$ cat config.mk
export PLATFORM = sky130hd
export DESIGN_NAME = spw_rx_packet_reader
export DESIGN_NICKNAME = d
export VERILOG_FILES = /design/src/rtl/spw_host_pkg.sv /design/src/rtl/spw_rx_skid.sv /design/src/rtl/spw_rx_packet_reader.sv
export SDC_FILE = /design/constraint.sdc
export NUM_CORES = 1
export LEC_CHECK = 0
export ABC_CLOCK_PERIOD_IN_PS = 3500
export CAP_MARGIN = 15
export CORE_MARGIN = 5
export CORE_UTILIZATION = 56
export DETAILED_ROUTE_END_ITERATION = 8
export PLACE_DENSITY_LB_ADDON = 0.05
export SYNTH_ARGS = -nofsm -noshare
export SYNTH_HDL_FRONTEND = slang
export SYNTH_SLANG_ARGS = --single-unit
export TNS_END_PERCENT = 20
$ cat constraint.sdc
create_clock -name CLOCK -period 3.5 [get_ports CLOCK]
set_input_delay 0.7 -clock CLOCK [delete_from_list [all_inputs] [get_ports CLOCK]]
set_output_delay 0.7 -clock CLOCK [all_outputs]
set_load 0.1 [all_outputs]
$ cat src/rtl/spw_host_pkg.sv
// Shared SpaceWire host-side definitions: control-char codes, reader FSM states
// and the per-packet status record.
package spw_host_pkg;

  localparam logic [8:0] EOP_CHAR   = 9'h100;
  localparam logic [8:0] EEP_CHAR   = 9'h101;
  localparam int         STAT_LEN_W = 16;

  typedef enum logic [1:0] {
    ST_IDLE    = 2'd0,
    ST_INPKT   = 2'd1,
    ST_DISCARD = 2'd2
  } rd_state_e;

  typedef struct packed {
    logic [STAT_LEN_W-1:0] len;
    logic                  eep;
    logic                  trunc;
  } pkt_status_t;

  function automatic logic is_marker(input logic [8:0] c);
    return c[8];
  endfunction

  // Any control char other than EOP closes the packet as an error end.
  function automatic logic is_eep(input logic [8:0] c);
    return (c == EEP_CHAR) || (c[8] && (c != EOP_CHAR));
  endfunction

endpackage

$ cat src/rtl/spw_rx_skid.sv
// Two-entry buffer behind the codec FIFO: absorbs the one-cycle read latency and
// tells the fetch logic whether another pop request still has a guaranteed slot.
module spw_rx_skid (
  input  logic       clk_i,
  input  logic       rst_ni,
  input  logic       rd_i,
  input  logic [8:0] rx_data_i,
  input  logic       pop_i,
  output logic [8:0] head_o,
  output logic [1:0] count_o,
  output logic       room_o
);

  logic [8:0] ent0_q, ent0_d;
  logic [8:0] ent1_q, ent1_d;
  logic [1:0] count_q, count_d;
  logic       inflight_q;

  always_comb begin
    ent0_d  = ent0_q;
    ent1_d  = ent1_q;
    count_d = count_q;
    if (pop_i && (count_q != 2'd0)) begin
      ent0_d  = ent1_q;
      count_d = count_q - 2'd1;
    end
    // A read issued last cycle returns its char now and always has a slot.
    if (inflight_q) begin
      if (count_d == 2'd0) ent0_d = rx_data_i;
      else                 ent1_d = rx_data_i;
      count_d = count_d + 2'd1;
    end
  end

  always_ff @(posedge clk_i or negedge rst_ni) begin
    if (!rst_ni) begin
      ent0_q     <= '0;
      ent1_q     <= '0;
      count_q    <= '0;
      inflight_q <= 1'b0;
    end else begin
      ent0_q     <= ent0_d;
      ent1_q     <= ent1_d;
      count_q    <= count_d;
      inflight_q <= rd_i;
    end
  end

  assign head_o  = ent0_q;
  assign count_o = count_q;
  assign room_o  = ({1'b0, count_q} + {2'b00, inflight_q}) < (3'd2 + {2'b00, pop_i});

endmodule

$ cat src/rtl/spw_rx_packet_reader.sv
// SpaceWire RX packet reader: pops N-Chars from the codec FIFO, splits packets at
// EOP/EEP and presents bytes on a valid/ready stream with a per-packet status pulse.
module spw_rx_packet_reader
  import spw_host_pkg::*;
#(
  parameter int MAX_LEN = 1024,
  parameter int LEN_W   = 11
) (
  input  logic             CLOCK,
  input  logic             RESETn,
  input  logic             ENABLE,
  input  logic             RX_EMPTY,
  input  logic [8:0]       RX_DATA,
  output logic             RD_DATA,
  output logic [7:0]       M_DATA,
  output logic             M_VALID,
  input  logic             M_READY,
  output logic             M_FIRST,
  output logic             M_LAST,
  output logic             PKT_DONE,
  output logic [LEN_W-1:0] PKT_LEN,
  output logic             PKT_EEP,
  output logic             PKT_TRUNC,
  output logic             BUSY,
  output logic [1:0]       DBG_STATE
);

  localparam logic [LEN_W-1:0] LEN_MAX = LEN_W'(MAX_LEN);

  rd_state_e        state_q, state_d;
  logic [LEN_W-1:0] len_q, len_d;
  logic [7:0]       hold_data_q, hold_data_d;
  logic             hold_first_q, hold_first_d;
  logic             m_valid_q, m_first_q, m_last_q;
  logic [7:0]       m_data_q;
  logic             pend_q, done_q, run_q;
  pkt_status_t      pend_stat_q, pend_stat_d, stat_q;

  logic [8:0] head;
  logic [1:0] skid_count;
  logic       room, head_mark, head_eep, out_free, proc, done_now;
  logic       emit, emit_last, pend_set;

  spw_rx_skid u_skid (
    .clk_i     (CLOCK),
    .rst_ni    (RESETn),
    .rd_i      (RD_DATA),
    .rx_data_i (RX_DATA),
    .pop_i     (proc),
    .head_o    (head),
    .count_o   (skid_count),
    .room_o    (room)
  );

  assign RD_DATA   = run_q && ENABLE && !RX_EMPTY && room;
  assign head_mark = is_marker(head);
  assign head_eep  = is_eep(head);

  // Stream: a beat transfers when M_VALID && M_READY; while stalled the beat is held unchanged.
  assign out_free = !m_valid_q || M_READY;
  // A closed packet blocks new chars until its status has been reported.
  assign proc     = (skid_count != 2'd0) && !pend_q && ((state_q != ST_INPKT) || out_free);
  assign done_now = pend_q && out_free;

  always_comb begin
    state_d      = state_q;
    len_d        = len_q;
    hold_data_d  = hold_data_q;
    hold_first_d = hold_first_q;
    pend_stat_d  = pend_stat_q;
    emit         = 1'b0;
    emit_last    = 1'b0;
    pend_set     = 1'b0;
    if (proc) begin
      case (state_q)
        ST_IDLE: begin
          if (head_mark) begin
            pend_set    = 1'b1;
            pend_stat_d = '{len: '0, eep: head_eep, trunc: 1'b0};
          end else begin
            state_d      = ST_INPKT;
            len_d        = LEN_W'(1);
            hold_data_d  = head[7:0];
            hold_first_d = 1'b1;
          end
        end
        ST_INPKT: begin
          emit = 1'b1;
          if (head_mark) begin
            emit_last   = 1'b1;
            pend_set    = 1'b1;
            pend_stat_d = '{len: STAT_LEN_W'(len_q), eep: head_eep, trunc: 1'b0};
            state_d     = ST_IDLE;
          end else if (len_q == LEN_MAX) begin
            emit_last = 1'b1;
            state_d   = ST_DISCARD;
          end else begin
            len_d        = len_q + LEN_W'(1);
            hold_data_d  = head[7:0];
            hold_first_d = 1'b0;
          end
        end
        ST_DISCARD: begin
          if (head_mark) begin
            pend_set    = 1'b1;
            pend_stat_d = '{len: STAT_LEN_W'(LEN_MAX), eep: head_eep, trunc: 1'b1};
            state_d     = ST_IDLE;
          end
        end
        default: state_d = ST_IDLE;
      endcase
    end
  end

  always_ff @(posedge CLOCK or negedge RESETn) begin
    if (!RESETn) begin
      state_q      <= ST_IDLE;
      len_q        <= '0;
      hold_data_q  <= '0;
      hold_first_q <= 1'b0;
      m_valid_q    <= 1'b0;
      m_data_q     <= '0;
      m_first_q    <= 1'b0;
      m_last_q     <= 1'b0;
      pend_q       <= 1'b0;
      pend_stat_q  <= '0;
      stat_q       <= '0;
      done_q       <= 1'b0;
      run_q        <= 1'b0;
    end else begin
      run_q        <= 1'b1;
      state_q      <= state_d;
      len_q        <= len_d;
      hold_data_q  <= hold_data_d;
      hold_first_q <= hold_first_d;
      pend_stat_q  <= pend_stat_d;
      done_q       <= done_now;
      if (emit) begin
        m_valid_q <= 1'b1;
        m_data_q  <= hold_data_q;
        m_first_q <= hold_first_q;
        m_last_q  <= emit_last;
      end else if (M_READY) begin
        m_valid_q <= 1'b0;
      end
      if (done_now) begin
        pend_q <= 1'b0;
        stat_q <= pend_stat_q;
      end else if (pend_set) begin
        pend_q <= 1'b1;
      end
    end
  end

  logic unused_len_bits;
  assign unused_len_bits = &{1'b0, stat_q.len[STAT_LEN_W-1:LEN_W]};

  assign M_VALID   = m_valid_q;
  assign M_DATA    = m_data_q;
  assign M_FIRST   = m_first_q;
  assign M_LAST    = m_last_q;
  assign PKT_DONE  = done_q;
  assign PKT_LEN   = stat_q.len[LEN_W-1:0];
  assign PKT_EEP   = stat_q.eep;
  assign PKT_TRUNC = stat_q.trunc;
  assign BUSY      = (state_q != ST_IDLE);
  assign DBG_STATE = state_q;

endmodule

==> flow_summary.ini <==
[finish]
insertedDiodeCount = 0
final_cell_mix = dfrtp_1, nand2_1, mux2_2, clkdlybuf4s50_1, o21ai_0
fin_area_mm2 = 0.00446
layout.nets = 393
layout_commonest_cell = dfrtp_1
area_growth_pct = 18.0
layout-drive-gt1-share_pct = 18.8
finalNonFillerCells = 453

[synth]
synth_top_family_by_area = multiplexers
postSynthCellCount = 326
avgSynthCellArea_um2 = 11.6
synth_xor_xnor_area_share_pct = 0.463
synth_adder_area_share_pct = 3.64
ys_ff_latch = 83
synthFlopType = dfrtp_1
netlist_area_mm2 = 0.00378
ys_types = 48
synthMuxAreaShare_pct = 15.2
synthSimpleGateAreaFrac_pct = 11.5
yosysWarnings = 0
synth_nets = 351
synth_edf_count = 0
ys_seq_area_share_pct = 54.9
synth.area.top_cells = dfrtp_1, mux2_2, mux2i_1
synth_compound_area_share_pct = 9.23
yosysTopAreaCellShare_pct = 54.9
async_flop_share_pct = 100
yosysTopAreaCell = dfrtp_1

[placement]
gp_congestion = 0.813
dp_hpwl_um = 4850
placed_cells = 437
portBuffers = 42
post_dp_cell_area_mm2 = 0.00426

[floorplanning]
die_w_um = 92.2
die_y_um = 92.2
io_pins = 43
core_area_mm2 = 0.00668
start_util_pct = 56.6
die_area_mm2 = 0.00850
rows = 30

[cts]
cts_resized = 0
cts.sinks = 83
cts.path.max_buffers = 2
tritoncts = built
postCtsHoldBufs = 0
clock_latency_ns = 0.35
htree_levels = 3
cts-buffers-inserted = 9
clk_pin_slew_ns = 0.08
post_cts.repair.setup_buffers = 0
cts.root.buffer_cell = clkbuf_8

[detailed_routing]
first_pass_iters = 4
wire_per_inst_um = 15.9
wl_um = 7180
vias_per_cell = 5.58
drtIter0Drc = 90
vias = 2526
route.detailed.drc = 0
antenna_left = 0

[timing]
fmax_ghz = 0.346
worstMarginPinSlew_ns = 1.03
finalSetupViolCount = 0
fin_worst_skew_ns = 0.00895
final.setup.tns_ns = 0
hold_slack_ns = 0.480
finalCritPeriodShare_pct = 82.7
hold_viol = 0
rsz0062_at_grt = no
period_needed_ns = 2.89
finalMaxSlewViolations = 0
max-slew-margin-rel_pct = 31.2

[critical_path]
crit_type = reg -> out
arrival_ns = 2.19
worstPathRequired_ns = 2.80
cp-start-kind = register
reg2reg_slack_ns = 0.71
end_kind = output port
r2r-start = DBG_STATE[1]
reg2reg_depth = 9
worst_r2r_endpoint = u_skid.head_o[0]
path_max_fanout = 28

[outcome]
status = completed

[hold_path]
hp-start = PKT_LEN[9]
holdPathStages = 2
min_path_type = reg -> reg
min_to = PKT_LEN[9]

[global_route]
grtUsageTotal_pct = 18.9
grt-ovfl-total = 0
antenna_found_initial = 0
grt_max_degree = 84
grt_pass1_wl_um = 12600
grt_pass1_vias = 2555

[job]
maxCapViolCount = 0
[worst max path at each step]
stage | start | end | slack [ns] | cells past startpoint
3_3_place_gp | M_READY | RD_DATA | 0.74 | 6
5_1_grt | DBG_STATE[1] | u_skid.head_o[3] | 0.47 | 9
6_report | DBG_STATE[1] | RD_DATA | 0.61 | 8
2_1_floorplan | DBG_STATE[0] | RD_DATA | 0.11 | 6
4_1_cts | DBG_STATE[1] | RD_DATA | 0.59 | 8
3_5_place_dp | M_READY | u_skid.head_o[3] | 0.59 | 7
[synthesized netlist by cell type, types with 3 or more instances]
library cell and instances:
nor4_1 4, clkbuf_1 8, inv_1 23, dfrtp_1 83, mux2_2 36, mux2i_1 17, a21oi_1 6, buf_6 3
nor2_1 3, o221ai_1 3, nand2b_1 5, o21ai_0 31, nand2_1 40, ha_1 11, and2_1 4, nand3_1 5
buf_2 3
[per-layer routing]
metal / track usage, % / vias to the layer above / share of wire, %
met2: 32.2 / 38 / 51
li1: - / 1217 / -
met5: 0 / - / 0
met4: 8.17 / 0 / 2.0
met3: 3.61 / 12 / 3.0
met1: 23.6 / 1259 / 44
[worst max-delay path, stage by stage, from the launching register on]
cell      delay (ns)
dfrtp_2         0.42
inv_1           0.09
ha_1            0.20
buf_4           0.24
nand3b_4        0.15
nand2_1         0.08
o21ai_0         0.16
nor4b_4         0.30
buf_12          0.22
[per-stage QoR]
| step | worst slack [ns] | utilization (%) |
|---|---|---|
| 2_1_floorplan | 0.106 | - |
| 3_3_place_gp | 0.737 | 63.8 |
| 3_5_place_dp | 0.592 | 63.8 |
| 4_1_cts | 0.590 | 66.8 |
| 5_1_grt | 0.472 | 66.8 |
| 6_report | 0.607 | 66.8 |
[flip-flops by register name, summed over array words and instances, names as in the netlist]
name	flops
run_q	1
u_skid.ent1_q	9
pend_stat_q	13
M_VALID	1
M_FIRST	1
u_skid.count_o	2
hold_first_q	1
u_skid.inflight_q	1
len_q	11
M_LAST	1
PKT_DONE	1
pend_q	1
hold_data_q	8
PKT_LEN	11
PKT_EEP	1
M_DATA	8
u_skid.head_o	9
PKT_TRUNC	1
DBG_STATE	2
[final cells by class]
cell class | count | area, um^2
Timing Repair Buffer | 48 | 463
Clock inverter | 7 | 77.6
Multi-Input combinational cell | 203 | 1530
Inverter | 23 | 86.3
Fill cell | 558 | 2220
Clock buffer | 9 | 124
Sequential cell | 83 | 2080
Tap cell | 80 | 100
[kinds of logic (layout without fill, tap and decap cells)]
group                    Yosys count  after routing
flip-flops                        83             83
AND/OR/NAND/NOR                   81             81
multiplexers                      53             53
adder cells (fa/ha/maj)           11             11
buffers and inverters             40             87
AO/OA/AOI/OAI                     55             55
XOR/XNOR                           2              2
other                              1              1
Power is left out: the tool's default activity adds up to more than one toggle a clock period on the data nets, which glitch-free logic cannot reach.
